`config.mk`:
```
export PLATFORM = sky130hd
export DESIGN_NAME = serial_to_parallel_rx
export DESIGN_NICKNAME = d
export VERILOG_FILES = /design/src/rtl/serial_to_parallel_rx.sv
export SDC_FILE = /design/constraint.sdc
export NUM_CORES = 1
export LEC_CHECK = 0
export ABC_AREA = 1
export CAP_MARGIN = 20
export CELL_PAD_IN_SITES_DETAIL_PLACEMENT = 1
export CELL_PAD_IN_SITES_GLOBAL_PLACEMENT = 1
export CORE_ASPECT_RATIO = 1.2
export CORE_MARGIN = 2
export CORE_UTILIZATION = 39
export DETAILED_ROUTE_END_ITERATION = 16
export GPL_TIMING_DRIVEN = 0
export HOLD_SLACK_MARGIN = 0.1
export PLACE_DENSITY_LB_ADDON = 0.1
export SETUP_SLACK_MARGIN = 0.15
export SLEW_MARGIN = 10
export SYNTH_ARGS = -nofsm -noshare
export SYNTH_HDL_FRONTEND = slang
export SYNTH_SLANG_ARGS = --single-unit
```
`constraint.sdc`:
```
create_clock -name clk_32f -period 1.4 [get_ports clk_32f]
set_clock_uncertainty 0.1 [all_clocks]
set_input_delay 0.35 -clock clk_32f [delete_from_list [all_inputs] [get_ports clk_32f]]
set_output_delay 0.35 -clock clk_32f [all_outputs]
set_load 0.1 [all_outputs]
```
`src/rtl/serial_to_parallel_rx.sv`:
```
// Serial-to-parallel receiver: aligns an MSB-first bit stream to byte boundaries
// using a comma word, then presents every non-comma byte on data_out.
module serial_to_parallel_rx #(
    parameter logic [7:0] COMMA    = 8'hBC,
    parameter int         LOCK_CNT = 4,
    parameter int         MAX_GAP  = 32
) (
    input  logic       clk_32f,
    input  logic       reset,
    input  logic       data_in,
    output logic [7:0] data_out,
    output logic       valid_out,
    output logic       active
);

    localparam int CW = $clog2(LOCK_CNT + 1);
    localparam int GW = $clog2(MAX_GAP + 1);
    localparam logic [CW-1:0] LOCK_LAST = CW'(LOCK_CNT - 1);
    localparam logic [GW-1:0] GAP_LAST  = GW'(MAX_GAP - 1);

    typedef enum logic [1:0] {SEARCH, LOCKING, SYNC} state_t;

    state_t        state_q, state_d;
    logic [6:0]    sr_q, sr_d;          // previous 7 bits; with data_in they form the 8-bit window
    logic [2:0]    bit_cnt_q, bit_cnt_d;
    logic [2:0]    fill_q, fill_d;
    logic [CW-1:0] comma_cnt_q, comma_cnt_d;
    logic [GW-1:0] gap_cnt_q, gap_cnt_d;
    logic [7:0]    data_q, data_d;
    logic          valid_q, valid_d;
    logic          active_q, active_d;

    logic [7:0] cand;
    logic       boundary;
    logic       window_full;

    assign cand        = {sr_q, data_in};
    assign boundary    = (bit_cnt_q == 3'd7);
    assign window_full = (fill_q == 3'd7);

    // NOTE: every output of this block gets a default first, so no path can infer a latch.
    always_comb begin
        state_d     = state_q;
        sr_d        = cand[6:0];
        bit_cnt_d   = bit_cnt_q + 3'd1;
        fill_d      = window_full ? fill_q : fill_q + 3'd1;
        comma_cnt_d = comma_cnt_q;
        gap_cnt_d   = gap_cnt_q;
        data_d      = data_q;
        valid_d     = 1'b0;

        case (state_q)
            SEARCH: begin
                bit_cnt_d   = 3'd0;
                comma_cnt_d = '0;
                gap_cnt_d   = '0;
                if (window_full && cand == COMMA) begin
                    state_d     = LOCKING;
                    comma_cnt_d = CW'(1);
                end
            end
            LOCKING: begin
                if (boundary) begin
                    if (cand == COMMA) begin
                        if (comma_cnt_q == LOCK_LAST) begin
                            state_d     = SYNC;
                            comma_cnt_d = '0;
                            gap_cnt_d   = '0;
                        end else begin
                            comma_cnt_d = comma_cnt_q + CW'(1);
                        end
                    end else begin
                        state_d     = SEARCH;
                        comma_cnt_d = '0;
                    end
                end
            end
            SYNC: begin
                // Alignment is frozen here: commas at other bit offsets are never looked at.
                if (boundary) begin
                    if (cand == COMMA) begin
                        gap_cnt_d = '0;
                    end else begin
                        data_d  = cand;
                        valid_d = 1'b1;
                        if (gap_cnt_q == GAP_LAST) begin
                            state_d   = SEARCH;
                            gap_cnt_d = '0;
                            bit_cnt_d = 3'd0;
                        end else begin
                            gap_cnt_d = gap_cnt_q + GW'(1);
                        end
                    end
                end
            end
            default: state_d = SEARCH;
        endcase

        active_d = (state_d == SYNC);
    end

    // NOTE: sequential state uses non-blocking assignments only; all _d values come from the comb block.
    always_ff @(posedge clk_32f or negedge reset) begin
        if (!reset) begin
            state_q     <= SEARCH;
            sr_q        <= '0;
            bit_cnt_q   <= '0;
            fill_q      <= '0;
            comma_cnt_q <= '0;
            gap_cnt_q   <= '0;
            data_q      <= 8'h00;
            valid_q     <= 1'b0;
            active_q    <= 1'b0;
        end else begin
            state_q     <= state_d;
            sr_q        <= sr_d;
            bit_cnt_q   <= bit_cnt_d;
            fill_q      <= fill_d;
            comma_cnt_q <= comma_cnt_d;
            gap_cnt_q   <= gap_cnt_d;
            data_q      <= data_d;
            valid_q     <= valid_d;
            active_q    <= active_d;
        end
    end

    assign data_out  = data_q;
    assign valid_out = valid_q;
    assign active    = active_q;

endmodule

```
==> flow_metrics.py, run 1 <==
metrics = {
    "outcome": {
        "outcome": "complete, but fails checks",
        "violations": "negative setup slack",
    },
    "finish": {
        "fillCellCount": 442,
        "final_nets": 234,
        "final-seq-area_um2": 866,
        "fin_area_um2": 2420,
        "syn_to_final_growth_pct": 55.2,
        "multi_input_area_um2": 810,
        "utilization": 0.623,
        "diodes": 0,
        "drive_above_1_share": 0.538,
    },
    "placement": {
        "dp_worst_setup_slack_ps": -598,
        "placed_cell_area_um2": 1800,
        "post-dp-hpwl_mm": 2.40,
        "io_buffers": 12,
        "gp_congestion": 0.768,
    },
    "yosys": {
        "yosys_warnings": 0,
        "yosys_most_used_dff": "dfrtp_1",
        "synth_cell_type_count": 22,
        "synthTopCellsByArea": "dfrtp_1 55%, nand2_1 13%, ha_1 5.6%",
        "synth_top_area_frac": 0.547,
        "synth.most_common_cell": "nand2_1",
        "syn_area_um2": 1560,
        "synth_nets": 184,
        "synth_cells": 174,
        "synth_common_cells": "53 x nand2_1, 34 x dfrtp_1, 16 x inv_1, 13 x nand3_1, 9 x nor2_1",
        "avgSynthCellArea_um2": 8.95,
        "ys_ff_latch": 34,
        "ys_seq_area_frac": 0.547,
        "synth_area_leader_cell": "dfrtp_1",
        "synthArstFlopShare": 1.00,
        "synth-edff-count": 0,
    },
    "clock_tree": {
        "clkSinkCount": 34,
        "ctsRootBufferMaster": "clkbuf_8",
        "clk_latency_ps": 290,
        "clk_path_buf_depth": 2,
        "htree_num_levels": 2,
        "cts.clk_slew.worst_paths_ps": 70,
        "cts_tree": "built",
        "cts-buffers-inserted": 5,
    },
    "sta": {
        "min_period_over_period": 1.01,
        "rsz0062_at_grt": "yes",
        "drv_slew": 0,
        "max_freq_mhz": 710,
        "setup_viol": 3,
        "min_period_ps": 1410,
        "final-hold-violation-count": 0,
        "setup_ws_ps": -9.00,
        "relSlewSlack": 0.471,
        "worst-slew-pin-transition_ps": 794,
    },
    "route": {
        "drtIter0Drc": 49,
        "routed_wl_mm": 4.03,
        "vias_per_cell": 4.82,
        "drcViolationCount": 0,
        "route.met2.wl_mm": 2.22,
        "ant_nets": 0,
        "highest-signal-layer": "met4",
        "drtPass1Iterations": 3,
        "vias": 1346,
        "wl_per_cell_um": 14.4,
        "wl_met1_mm": 1.64,
        "wl_met3_um": 93,
    },
    "floorplan": {
        "dieHeight_um": 73.2,
        "dieArea_um2": 4510,
        "start_util": 0.401,
        "die_w_um": 61.7,
        "core_area_um2": 3880,
        "core.rowCount": 25,
        "io_pins": 13,
    },
    "worst_setup_path": {
        "r2r_slack_ps": -9,
        "crit_required_ps": 1520,
        "worstSetupPathType": "register to register",
        "reg2reg_from": "bit_cnt_q[0]$_DFF_PN0_",
        "start_kind": "register",
        "regToRegEndpoint": "state_q[1]$_DFF_PN0_",
        "crit_path_end_kind": "register",
        "crit_slowest_cell": "dfrtp_1",
        "path_max_fanout": 7,
        "crit_arrival_ps": 1530,
        "worstPathCellList": "ha_4 > ha_4 > buf_6 > nand2_4 > nand2_2 > o21ai_1",
        "worstRegToRegCells": 6,
        "slowest_delay_ps": 410,
        "cp_common_cell": "ha_4",
    },
    "pwr": {
        "p_leak_nw": 1.12,
        "p_comb_frac": 0.097,
        "ir_worst_vdd_mv": 0.879,
        "switching_share": 0.251,
        "total_power_mw": 2.15,
        "p_seq_frac": 0.476,
        "p_per_area_nw_per_um2": 889,
        "switchingPower_mw": 0.539,
        "clkPwrFrac": 0.426,
        "internal_power_mw": 1.61,
    },
    "hold_path": {
        "hold_path_class": "primary input to asynchronous set/reset pin",
    },
    "global_routing": {
        "grt_usage": 0.198,
        "grt_pass1_vias": 1385,
        "antenna_found_initial": 0,
        "overflow": 0,
        "grt_start_max_net_pins": 35,
        "grt_first_pass_wirelength_mm": 6.42,
    },
    "job": {
        "cap_violations": 0,
    },
}
==> layout make-up <==
cell class,instances,area share
Sequential cell,34,0.358
Multi-Input combinational cell,118,0.335
Timing Repair Buffer,43,0.190
Inverter,20,0.0311
Clock buffer,5,0.0285
Tap cell,54,0.0280
Clock inverter,3,0.0186
Buffer,2,0.0109
==> cell usage in the layout, fill, tap and decap left out, types with 5 or more instances in the layout <==
master / n
inv_1: 8
dfrtp_2: 12
inv_2: 12
dfrtp_1: 22
buf_12: 10
nor2_1: 5
clkbuf_8: 5
o21ai_1: 7
nand3_1: 10
buf_4: 28
nand2_2: 15
nand2_1: 37
==> how the worst max path moves through the flow <==
stage / startpoint / to / slack [ps] / cells past startpoint
2_1_floorplan: state_q[1]$_DFF_PN0_ / data_out[6]$_DFFE_PN0P_ / 60 / 7
3_3_place_gp: reset / data_out[1]$_DFFE_PN0P_ / -960 / 1
3_5_place_dp: data_in / data_out[5]$_DFFE_PN0P_ / -600 / 9
4_1_cts: bit_cnt_q[0]$_DFF_PN0_ / gap_cnt_q[1]$_DFFE_PN0P_ / -50 / 7
5_1_grt: sr_q[2]$_DFF_PN0_ / gap_cnt_q[5]$_DFFE_PN0P_ / -90 / 8
6_report: bit_cnt_q[0]$_DFF_PN0_ / state_q[1]$_DFF_PN0_ / -9 / 6
==> flip-flops by register name, summed over array words and instances, names as in the netlist <==
register     cells
comma_cnt_q      3
sr_q             7
state_q          2
fill_q           3
valid_out        1
active           1
bit_cnt_q        3
gap_cnt_q        6
data_out         8
==> critical path: cells and delay by family, from the launching register on <==
family | cells | cell delay [ps]
flops | 1 | 410
simple gates | 2 | 190
compound gates | 1 | 140
buf+inv | 1 | 130
fa+ha+maj | 2 | 370
==> power by group through the flow <==
stage | logic (mW) | registers, mW | clock network (mW)
2_1_floorplan | 0.0887 | 1.03 | 0
3_3_place_gp | 0.132 | 1.04 | 0
3_5_place_dp | 0.136 | 1.04 | 0
4_1_cts | 0.179 | 1.02 | 0.937
5_1_grt | 0.234 | 1.03 | 0.965
6_report | 0.209 | 1.02 | 0.916
==> metrics by stage <==
step	cells	hold slack [ps]	setup TNS [ps]
final	279	26.4	-12.4
after global routing	279	94.5	-928
after CTS	268	50.7	-406
after detailed placement	240	267	-14980
after global placement	240	262	-44420
after floorplan	174	-45.6	0
==> what timing repair did <==
action | in CTS | in global routing
gates resized for setup | 123 | 23
setup buffers | 19 | 11
cloned | 1 | 0
endpoints found under the hold margin | 34 | 13
setup endpoints to repair | 33 | 33
pin swaps | 14 | 15
==> metal layers <==
layer	global-route usage	vias up
met5	0	-
met4	0.0851	0
met3	0.0479	7
met2	0.340	15
met1	0.227	666
li1	-	658
==> logic make-up after synthesis <==
group | count (synthesis) | synth area share
compound gates | 22 | 0.0796
xor+xnor | 1 | 0.00563
fa+ha+maj | 7 | 0.0563
buf+inv | 22 | 0.0587
flops | 34 | 0.547
simple gates | 88 | 0.253
No activity file was read; power rests on OpenSTA's default activity.
==> inputs of run 2 (changes only) <==
--- a/config.mk
+++ b/config.mk
@@ -5,13 +5,12 @@
 export SDC_FILE = /design/constraint.sdc
 export NUM_CORES = 1
 export LEC_CHECK = 0
-export ABC_AREA = 1
 export CAP_MARGIN = 20
 export CELL_PAD_IN_SITES_DETAIL_PLACEMENT = 1
 export CELL_PAD_IN_SITES_GLOBAL_PLACEMENT = 1
 export CORE_ASPECT_RATIO = 1.2
 export CORE_MARGIN = 2
-export CORE_UTILIZATION = 39
+export CORE_UTILIZATION = 40
 export DETAILED_ROUTE_END_ITERATION = 16
 export GPL_TIMING_DRIVEN = 0
 export HOLD_SLACK_MARGIN = 0.1
==> flow_metrics.py, run 2 <==
metrics = {
    "floorplan": {
        "io_pins": 13,
        "core.rowCount": 24,
        "die_w_um": 61.2,
        "start_util": 0.426,
        "dieHeight_um": 72.7,
        "core_area_um2": 3690,
        "dieArea_um2": 4450,
    },
    "pwr": {
        "ir_worst_vdd_mv": 0.601,
        "p_leak_nw": 1.07,
        "p_per_area_nw_per_um2": 803,
    },
    "yosys": {
        "synth.most_common_cell": "dfrtp_1",
        "synthTopCellsByArea": "dfrtp_1 54%, ha_1 5.6%, mux2_1 5.0%",
        "synth_top_area_frac": 0.541,
        "yosys_warnings": 0,
        "syn_area_um2": 1570,
        "synth_nets": 134,
        "synth_common_cells": "34 x dfrtp_1, 11 x nand2_1, 7 x ha_1, 7 x mux2_1, 6 x a21oi_1",
        "synthArstFlopShare": 1.00,
        "synth_cells": 124,
        "ys_seq_area_frac": 0.541,
        "synth_area_leader_cell": "dfrtp_1",
        "synth_cell_type_count": 41,
        "yosys_most_used_dff": "dfrtp_1",
        "ys_ff_latch": 34,
        "avgSynthCellArea_um2": 12.7,
        "synth-edff-count": 0,
    },
    "route": {
        "wl_met3_um": 81,
        "ant_nets": 0,
        "routed_wl_mm": 4.28,
        "vias_per_cell": 5.30,
        "wl_met1_mm": 1.74,
        "drtIter0Drc": 10,
        "vias": 1161,
        "route.met2.wl_mm": 2.43,
        "highest-signal-layer": "met4",
        "drtPass1Iterations": 4,
        "wl_per_cell_um": 19.5,
        "drcViolationCount": 0,
    },
    "worst_setup_path": {
        "cp_num_buf_inv": 1,
        "path_max_fanout": 5,
        "crit_slowest_cell": "dfrtp_1",
        "start_kind": "register",
        "crit_start": "bit_cnt_q[0]$_DFF_PN0_",
        "crit_required_ps": 1470,
        "crit_family": "compound AO/OA/AOI/OAI gates",
        "crit_path_end_kind": "register",
        "cp_common_cell": "ha_4",
        "crit_arrival_ps": 1950,
        "slowest_delay_ps": 420,
        "reg2reg_from": "bit_cnt_q[0]$_DFF_PN0_",
        "worstSetupPathType": "register to register",
        "worstPathCellList": "ha_4 > ha_4 > buf_8 > and4bb_4 > a32oi_4 > nor4b_2 > a21o_1",
    },
    "finish": {
        "fin_area_um2": 2390,
        "largest_reg_flops": 8,
        "final_nets": 176,
        "fin_cells": 219,
        "final_common_cell": "dfrtp_1",
        "final_cell_mix": "23 x dfrtp_1, 19 x buf_4, 11 x dfrtp_2",
        "drive_above_1_share": 0.587,
        "syn_to_final_growth_pct": 51.8,
        "diodes": 0,
    },
    "sta": {
        "final-hold-violation-count": 0,
        "max_freq_mhz": 531,
        "min_period_over_period": 1.34,
        "relSlewSlack": 0.492,
        "worst-slew-pin-transition_ps": 761,
        "setup_viol": 22,
        "rsz0062_at_grt": "yes",
        "setup_ws_ps": -482,
        "min_period_ps": 1880,
        "drv_slew": 0,
    },
    "clock_tree": {
        "ctsRootBufferMaster": "clkbuf_8",
        "clkSinkCount": 34,
        "clk_latency_ps": 280,
        "htree_num_levels": 2,
        "cts-buffers-inserted": 5,
        "clk_path_buf_depth": 2,
        "cts_tree": "built",
        "cts.clk_slew.worst_paths_ps": 70,
    },
    "global_routing": {
        "overflow": 0,
        "grt_start_max_net_pins": 35,
        "grt_usage": 0.207,
        "antenna_found_initial": 0,
        "grt_pass1_vias": 1263,
        "grt_first_pass_wirelength_mm": 6.57,
    },
    "placement": {
        "dp.cells": 188,
        "gp_congestion": 0.776,
        "io_buffers": 12,
        "post-dp-hpwl_mm": 2.39,
        "placed_cell_area_um2": 1840,
    },
    "outcome": {
        "outcome": "complete, but fails checks",
        "violations": "negative setup slack",
    },
    "job": {
        "cap_violations": 0,
    },
    "hold_path": {
        "hold_path_class": "primary input to asynchronous set/reset pin",
    },
}
-- run 2: cell count changes after synthesis, sizes merged, moves of 3 or more --
cell / change
nand4: -4
o21ai: -7
inv: -17
mux2: +11
nand2b: +3
nor2: -10
nand2: -45
nand3: -9
-- run 2: metrics by stage --
step / total power, mW / hold WS [ps] / setup WS, ps / utilization / TNS (ps)
after global placement: 1.14 / 312 / -952 / 0.500 / -46160
after CTS: 1.90 / 69.3 / -439 / 0.605 / -5910
after floorplan: 1.09 / -45.6 / -339 / - / -3180
after detailed placement: 1.14 / 307 / -779 / 0.499 / -17810
final: 1.92 / 37.0 / -482 / 0.646 / -7410
after global routing: 1.99 / 104 / -520 / 0.646 / -8400
-- run 2: worst paths after layout --
kind,to,slack [ps],cells after the start
hold / removal,bit_cnt_q[2]$_DFF_PN0_,40,1
hold reg to reg,sr_q[6]$_DFF_PN0_,330,0
setup reg to reg,gap_cnt_q[2]$_DFFE_PN0P_,-480,7
max in group asynchronous,data_out[0]$_DFFE_PN0P_,620,1
setup / recovery,gap_cnt_q[2]$_DFFE_PN0P_,-480,7
min in group clk_32f,sr_q[0]$_DFF_PN0_,320,1
-- run 2: cell families (layout without fill, tap and decap cells) --
group | after synthesis | count (layout) | synth area share
flops | 34 | 34 | 0.541
simple gates | 34 | 34 | 0.158
compound gates | 28 | 28 | 0.130
mux | 12 | 12 | 0.0851
buf+inv | 8 | 51 | 0.0255
fa+ha+maj | 7 | 7 | 0.0557
xor+xnor | 1 | 1 | 0.00557
-- run 2: cell type report --
cell class | instances | area (µm²)
Fill cell | 345 | 1310
Tap cell | 52 | 65.1
Clock inverter | 1 | 5.00
Buffer | 5 | 43.8
Multi-Input combinational cell | 82 | 903
Inverter | 3 | 13.8
Sequential cell | 34 | 865
Clock buffer | 7 | 86.3
Timing Repair Buffer | 35 | 405
-- run 2: where the power goes --
| part | internal (mW) | total (mW) | switching [mW] |
|---|---|---|---|
| clock network | 0.397 | 0.749 | 0.351 |
| registers | 1.00 | 1.02 | 0.0250 |
| logic | 0.0577 | 0.143 | 0.0852 |
-- run 2: routing by layer --
layer,track usage,vias to the layer above
met5,0,-
met4,0.0507,0
met3,0.0461,2
met2,0.368,16
met1,0.249,606
li1,-,537
-- run 2: worst register-to-register path, delay by kind of cell (launching register included) --
family	cells	cell delay (ps)
adder cells (fa/ha/maj)	2	340
AND/OR/NAND/NOR	2	300
flip-flops	1	420
AO/OA/AOI/OAI	2	490
buffers and inverters	1	120
-- run 2: what timing repair did --
item,CTS,global route
setup buffers,11,11
gates resized for setup,120,16
setup endpoints to repair,34,36
endpoints found under the hold margin,34,0
pin swaps,11,7
gates cloned,1,0
